$ cat src/rtl/sat_accum.sv
// -----------------------------------------------------------------------------
// sat_accum
//
// Folds a burst of len+1 twelve-bit samples into one running sum and presents
// the result, with a sticky "some add clamped" flag, on a valid/ready port.
// Three add modes, shared with the upstream saturating adder:
//   mode 1x : wrap (modulo 2^12), never flags saturation
//   mode 01 : two's-complement saturate to 0x7FF / 0x800
//   mode 00 : unsigned saturate to 0xFFF (no clamp at zero)
//
// Ports:
//   clk, rst_n            rising-edge clock, asynchronous active-low reset
//   in_valid / in_ready   sample handshake, in_data carries the sample
//   mode, len             add mode and burst length minus one; both are
//                         sampled only with the first sample of a burst
//   out_valid / out_ready result handshake
//   out_data, out_sat     accumulated sum and sticky saturation flag
//
// State table:
//   state    | meaning
//   ---------+------------------------------------------------------------
//   ST_IDLE  | waiting for the first sample of a burst
//   ST_ACCUM | folding further samples into acc until the burst completes
//   ST_HOLD  | result presented on the output port, inputs not accepted
//
// Every output comes straight from a flop, so nothing on the input side
// reaches an output in the same cycle.
// -----------------------------------------------------------------------------
module sat_accum #(
    parameter int W     = 12,
    parameter int LEN_W = 4
) (
    input  logic             clk,
    input  logic             rst_n,
    input  logic             in_valid,
    output logic             in_ready,
    input  logic [W-1:0]     in_data,
    input  logic [1:0]       mode,
    input  logic [LEN_W-1:0] len,
    output logic             out_valid,
    input  logic             out_ready,
    output logic [W-1:0]     out_data,
    output logic             out_sat
);

    typedef enum logic [1:0] {
        ST_IDLE  = 2'd0,
        ST_ACCUM = 2'd1,
        ST_HOLD  = 2'd2
    } state_t;

    state_t           state_q, state_d;
    logic [W-1:0]     acc_q, acc_d;
    logic [LEN_W-1:0] cnt_q, cnt_d;
    logic             sat_q, sat_d;
    logic [1:0]       mode_l_q, mode_l_d;
    logic [LEN_W-1:0] len_l_q, len_l_d;
    logic             in_ready_q, in_ready_d;
    logic             out_valid_q, out_valid_d;

    logic             accept;
    logic [W:0]       sum;
    logic [LEN_W-1:0] cnt_inc;

    // Returns {clamp_applied, result}.
    function automatic logic [W:0] add_f(
        input logic [W-1:0] a,
        input logic [W-1:0] b,
        input logic [1:0]   m
    );
        logic [W:0] r;
        logic       ovf;
        logic [W:0] res;
        r   = {1'b0, a} + {1'b0, b};
        ovf = 1'b0;
        res = {1'b0, r[W-1:0]};
        if (m[1]) begin
            res = {1'b0, r[W-1:0]};
        end else if (m[0]) begin
            // Signed overflow: operands agree in sign, result disagrees.
            ovf = (~a[W-1] & ~b[W-1] & r[W-1]) | (a[W-1] & b[W-1] & ~r[W-1]);
            if (ovf) begin
                res = a[W-1] ? {1'b1, 1'b1, {(W-1){1'b0}}}
                             : {1'b1, 1'b0, {(W-1){1'b1}}};
            end
        end else begin
            if (r[W]) begin
                res = {1'b1, {W{1'b1}}};
            end
        end
        return res;
    endfunction

    always_comb begin
        state_d  = state_q;
        acc_d    = acc_q;
        cnt_d    = cnt_q;
        sat_d    = sat_q;
        mode_l_d = mode_l_q;
        len_l_d  = len_l_q;

        // in_ready_q is low in HOLD and during the first cycle after reset,
        // so it alone gates acceptance.
        accept  = in_valid & in_ready_q;
        sum     = add_f(acc_q, in_data, mode_l_q);
        cnt_inc = cnt_q + 1'b1;

        case (state_q)
            ST_IDLE: begin
                if (accept) begin
                    acc_d    = in_data;
                    sat_d    = 1'b0;
                    cnt_d    = '0;
                    mode_l_d = mode;
                    len_l_d  = len;
                    state_d  = (len == '0) ? ST_HOLD : ST_ACCUM;
                end
            end
            ST_ACCUM: begin
                if (accept) begin
                    acc_d = sum[W-1:0];
                    sat_d = sat_q | sum[W];
                    cnt_d = cnt_inc;
                    if (cnt_inc == len_l_q) begin
                        state_d = ST_HOLD;
                    end
                end
            end
            ST_HOLD: begin
                if (out_ready) begin
                    state_d = ST_IDLE;
                end
            end
            default: begin
                state_d = ST_IDLE;
            end
        endcase

        // Handshake outputs are registered from the next state, so in_ready
        // drops on the same edge that enters HOLD and returns on the edge
        // that leaves it.
        in_ready_d  = (state_d != ST_HOLD);
        out_valid_d = (state_d == ST_HOLD);
    end

    always_ff @(posedge clk or negedge rst_n) begin
        if (!rst_n) begin
            state_q     <= ST_IDLE;
            acc_q       <= '0;
            cnt_q       <= '0;
            sat_q       <= 1'b0;
            mode_l_q    <= 2'b00;
            len_l_q     <= '0;
            in_ready_q  <= 1'b0;
            out_valid_q <= 1'b0;
        end else begin
            state_q     <= state_d;
            acc_q       <= acc_d;
            cnt_q       <= cnt_d;
            sat_q       <= sat_d;
            mode_l_q    <= mode_l_d;
            len_l_q     <= len_l_d;
            in_ready_q  <= in_ready_d;
            out_valid_q <= out_valid_d;
        end
    end

    assign in_ready  = in_ready_q;
    assign out_valid = out_valid_q;
    assign out_data  = acc_q;
    assign out_sat   = sat_q;

endmodule

$ cat config.mk
export PLATFORM = sky130hd
export DESIGN_NAME = sat_accum
export DESIGN_NICKNAME = d
export VERILOG_FILES = /design/src/rtl/sat_accum.sv
export SDC_FILE = /design/constraint.sdc
export NUM_CORES = 1
export LEC_CHECK = 0
export BUFFER_PORTS_ARGS = -buffer_cell sky130_fd_sc_hd__clkbuf_2
export CORE_MARGIN = 2
export CORE_UTILIZATION = 54
export CTS_BUF_LIST = sky130_fd_sc_hd__clkbuf_4
export CTS_CLUSTER_DIAMETER = 120
export DETAILED_ROUTE_END_ITERATION = 8
export GPL_TIMING_DRIVEN = 0
export PLACE_DENSITY_LB_ADDON = 0.05
export SLEW_MARGIN = 25
export SYNTH_ARGS = -nofsm -noshare
export SYNTH_HDL_FRONTEND = slang
export SYNTH_SLANG_ARGS = --single-unit
$ cat constraint.sdc
create_clock -name clk -period 3.4 [get_ports clk]
set_input_delay 0.68 -clock clk [delete_from_list [all_inputs] [get_ports clk]]
set_output_delay 0.68 -clock clk [all_outputs]
set_load 0.02 [all_outputs]
### Word level (Yosys, flattened, before mapping)

Index checks and enable logic that the tools add are counted.

* bitwise logic cells: 10
* multiplexer cells: 20
* reduce and logical (&&, ||, !) cells: 5
* eq/ne operators: 7
* add/sub/neg operators: 2

Operators with widths (count)
* $mux W13: 4
* $mux W12: 3
* $pmux W12 S2: 1
* $add A12 B12 Y13: 1
* $mux W2: 5
* $mux W4: 2
* $pmux W4 S2: 1
* $ne A2 B2 Y1 const B: 3
* $pmux W2 S3: 1
* $and A1 B1 Y1: 5
* $add A4 B1 Y4 const B: 1
* $eq A2 B2 Y1 const B: 2
* $eq A4 B4 Y1: 1
* $logic_not A4 Y1: 1
* $not A1 Y1: 3
* $reduce_and A3 Y1: 1
* $eq A2 B1 Y1 const B: 1
* $logic_not A2 Y1: 1
* $mux W1: 2
* $or A1 B1 Y1: 2
* $pmux W1 S2: 1
* $reduce_and A2 Y1: 1
* $reduce_bool A2 Y1: 1

* bits in registers: 27
* word-level logic and storage cells: 52
* bits of input ports: 22
* output and inout port bits: 15

### Longest topological paths before layout

* word-level depth: 10
* mapped depth: 9
* mapped depth without buffers: 9

### Worst setup path before layout

OpenSTA, ideal clock, no wires.

* kind: in2reg
* from: input in_data[5]
* to: register acc_q[0] (netlist: out_data[0])
* setup time: 143 ps
* data arrival time: 2750 ps
* stages: 8
* path buffers: 0
* slack: 507 ps
* required time: 3257 ps
* cell sequence: ha_1 nand2_1 or4_4 a21o_1 a21o_1 and4_4 a311oi_4 o221ai_1

* word-level cells in the longest chain between the ends: 9
* elaborated cells on any way between the ends: 11
* those cells by class: add/sub: 1; mux: 6; bitwise: 4

Ends and longest elaborated chain
* from (decl): RTL line 37 `input logic [W-1:0] in_data,`
* $add A12 B12 Y13 *: RTL line 74 `r = {1'b0, a} + {1'b0, b};`
* $not A1 Y1: RTL line 81 `ovf = (~a[W-1] & ~b[W-1] & r[W-1]) | (a[W-1] & b[W-1] & ~r[W-1]);`
* $and A1 B1 Y1: RTL line 81
* $or A1 B1 Y1: RTL line 81
* $mux W13: RTL line 82 `if (ovf) begin`
* $mux W13 *: RTL line 79 `end else if (m[0]) begin`
* $mux W13 *: RTL line 77 `if (m[1]) begin`
* $mux W12 *: RTL line 120 `if (accept) begin`
* $pmux W12 S2 *: RTL line 108 `case (state_q)`
* to (signal assigned): RTL line 149 `acc_q <= '0;`
* to (signal assigned): RTL line 158 `acc_q <= acc_d;`
* to (decl): RTL line 53 `logic [W-1:0] acc_q, acc_d;`

Every way passes the cells marked *; elsewhere a longest branch is shown, timed or not. The select of a mux whose other input is x is not followed.
A chain may end at the register's enable or synchronous reset.

### Worst setup path after layout

* from: input in_data[5]
* to: register acc_q[5] (netlist: out_data[5])

* word-level cells in the longest chain between the ends: 9
* elaborated cells on any way between the ends: 12
* those cells by class: add/sub: 1; mux: 7; bitwise: 4

Ends and longest elaborated chain (RTL line)
* $add A12 B12 Y13: 74
* $not A1 Y1: 81
* $and A1 B1 Y1: 81
* $or A1 B1 Y1: 81
* $mux W13: 82
* $mux W13: 79
* $mux W13: 77
* $mux W12: 120
* $pmux W12 S2 *: 108

Marks and branches as above.

==> flow_summary.ini <==
[run_status]
status = finished, final reports clean

[final_layout]
layout_common_cells = clkbuf_2, dfrtp_1, a21oi_1
drive_gt1_share_pct = 19.9
multi_input_area_um2 = 1240
antenna_cells = 0
final_common_cell = clkbuf_2
nets = 299
stdcell_area_um2 = 2230
stdcell_count = 307
num-fill-cells = 309
regArea_um2 = 676
synthToLayoutAreaGrowth_pct = 13.6

[clock_network]
cts_hold_buffers = 0
post_cts_resized = 0
clk_path_buf_depth = 2
clkLatencyLatePin_ps = 330
cts_tree = done
cts_buffers = 3
post-cts-setup-buffer-count = 0
cts.sink_count = 27
htreeDepth = 1
cts_root_buf = clkbuf_4
clk_pin_slew_worst_paths_ps = 170

[critical_path]
crit_buf_inv = 1
r2r_setup_slack_ps = 520
cp_top_family = compound AO/OA/AOI/OAI gates
cp_max_fo = 10
worstSetupEndpointType = flop
critPathKind = in -> reg
crit_top_cell = a21o_1
worst_ep_arrival_time_ps = 3090
slowest_stage = or4_4
slowest_delay_ps = 560
cp_cell_sequence = clkbuf_2, ha_1, nand2_1, or4_4, a21o_1, a21o_1, and4_4, a311oi_4, a31oi_1
start_kind = input pin
required_ps = 3600

[placement]
place_ws_ps = 157
dp.cells = 303
gp_congestion = 0.884
placed_area_um2 = 2200
port_buffers = 36
post-dp-hpwl_um = 3410

[floorplanning]
die_h_um = 64.4
fp.coreArea_um2 = 3420
initial_core_util_pct = 57.6
pin_count = 37
die_w_um = 64.4
rows = 21
die_area_um2 = 4140

[drt]
viasPerCell = 5.99
wl_per_cell_um = 14.4
ant_nets = 0
drt-initial-drc-count = 119
wl_um = 4420
post-route-drc-count = 0
vias = 1839
first_pass_iters = 4

[sta]
min_period_ps = 2880
fmax_mhz = 347
fin_worst_skew_ps = 7.66
max_slew_margin_pct = 44.5
postLayoutSetupSlackWorst_ps = 516
finalCritPeriodShare_pct = 84.8
slew_viol_final = 0
rsz0062_at_grt = false
setup_viol = 0
setup-tns-final_ps = 0
tightest_slew_ps = 826
hold_viol_final = 0

[pwr]
power.density_nw_per_um2 = 994
p_leak_uw = 0.00102
irDropWorstVdd_mv = 0.432

[global_route]
gr-total-overflow = 0
antenna_found_initial = 0
grt_pass1_vias = 1682
grt_max_degree = 28
track_usage_pct = 23.4
grt_pass1_wl_um = 7680

[yosys]
syn_inst = 221
synth_ff_type = dfrtp_1
synth_edf_count = 0
ys.warnings.count = 0
synth-seq-area-share_pct = 34.4
async_reset_ff_share_pct = 100
synth_cell_type_count = 43
synth-seq-cells = 27
syn_area_per_cell_um2 = 8.90
synth_nets = 258
synth_area_um2 = 1970

[worst_hold_path]
hold_class = in -> async

[flow_run]
maxCapViolCount = 0
[kinds of logic (layout without fill, tap and decap cells)]
group           Yosys count  after routing  synth area share [%]
buf+inv                  12             52                  2.35
simple gates             75             75                  19.8
fa+ha+maj                15             15                  9.92
mux                       6              6                  3.43
compound gates           74             74                  24.7
xor+xnor                 12             12                  5.34
flops                    27             27                  34.4
[Yosys cell counts, drive strengths merged (2+ instances only)]
cell type | count | area, µm²
nand2b | 3 | 18.8
o211ai | 2 | 15.0
xnor2 | 8 | 70.1
nand2 | 20 | 75.1
mux2 | 6 | 67.6
or3 | 7 | 43.8
dfrtp | 27 | 676
a21oi | 23 | 115
ha | 14 | 175
a21o | 5 | 37.5
nand3b | 3 | 22.5
nor2b | 2 | 12.5
and3 | 7 | 43.8
nor3 | 6 | 30.0
inv | 7 | 26.3
o21a | 4 | 30.0
o21ai | 14 | 70.1
o221ai | 5 | 43.8
a22oi | 2 | 15.0
nand3 | 6 | 30.0
xor2 | 4 | 35.0
clkbuf | 4 | 15.0
nor2 | 13 | 48.8
a31oi | 7 | 43.8
a211oi | 4 | 30.0
[where the power goes]
| part | internal [µW] | switching [µW] | total (µW) |
|---|---|---|---|
| registers | 480 | 142 | 622 |
| clock network | 44.9 | 105 | 150 |
| logic | 600 | 850 | 1450 |
| total | 1130 | 1100 | 2220 |
[state kept, by name, indices dropped and copies added, names as in the netlist]
| signal | cells |
|---|---|
| state_q | 2 |
| out_valid | 1 |
| out_sat | 1 |
| out_data | 12 |
| cnt_q | 4 |
| in_ready | 1 |
| mode_l_q | 2 |
| len_l_q | 4 |
[area by class of cell]
cell class | count | share of cell area [%]
Clock buffer | 3 | 1.01
Clock inverter | 1 | 0.336
Buffer | 5 | 0.896
Sequential cell | 27 | 30.2
Tap cell | 46 | 2.58
Inverter | 7 | 1.18
Timing Repair Buffer | 36 | 8.06
Multi-Input combinational cell | 182 | 55.7
[metal layers]
metal  vias up  routed length [µm]  share of wire [%]  global-route usage, %
met2        36                2130                 48                   41.3
met5         -                   0                  0                      0
met1       888                2100                 47                   31.4
met4         0                  14               0.32                   3.19
li1        913                   -                  -                      -
met3         2                 171                3.9                   2.82
[metrics by stage]
stage          hold slack (ps)  total power, µW  utilization [%]
5_1_grt                    389             2440             65.4
4_1_cts                    370             2230             65.4
6_report                   342             2220             65.4
3_5_place_dp               500             2070             64.5
3_3_place_gp               497             2050             64.5
2_1_floorplan              384             1720                -
[path summary, 6_finish.rpt]
path	start	end	cells after the start
min in group clk	cnt_q[1]$_DFFE_PN0P_	cnt_q[1]$_DFFE_PN0P_	2
worst max register to register	out_data[5]$_DFFE_PN0P_	out_data[5]$_DFFE_PN0P_	8
worst min-delay path	rst_n	out_data[3]$_DFFE_PN0P_	1
max in group asynchronous	rst_n	out_data[11]$_DFFE_PN0P_	1
worst min register to register	cnt_q[1]$_DFFE_PN0P_	cnt_q[1]$_DFFE_PN0P_	2
worst max-delay path	in_data[5]	out_data[5]$_DFFE_PN0P_	9
Note: power is estimated with default switching activity, not from simulation.
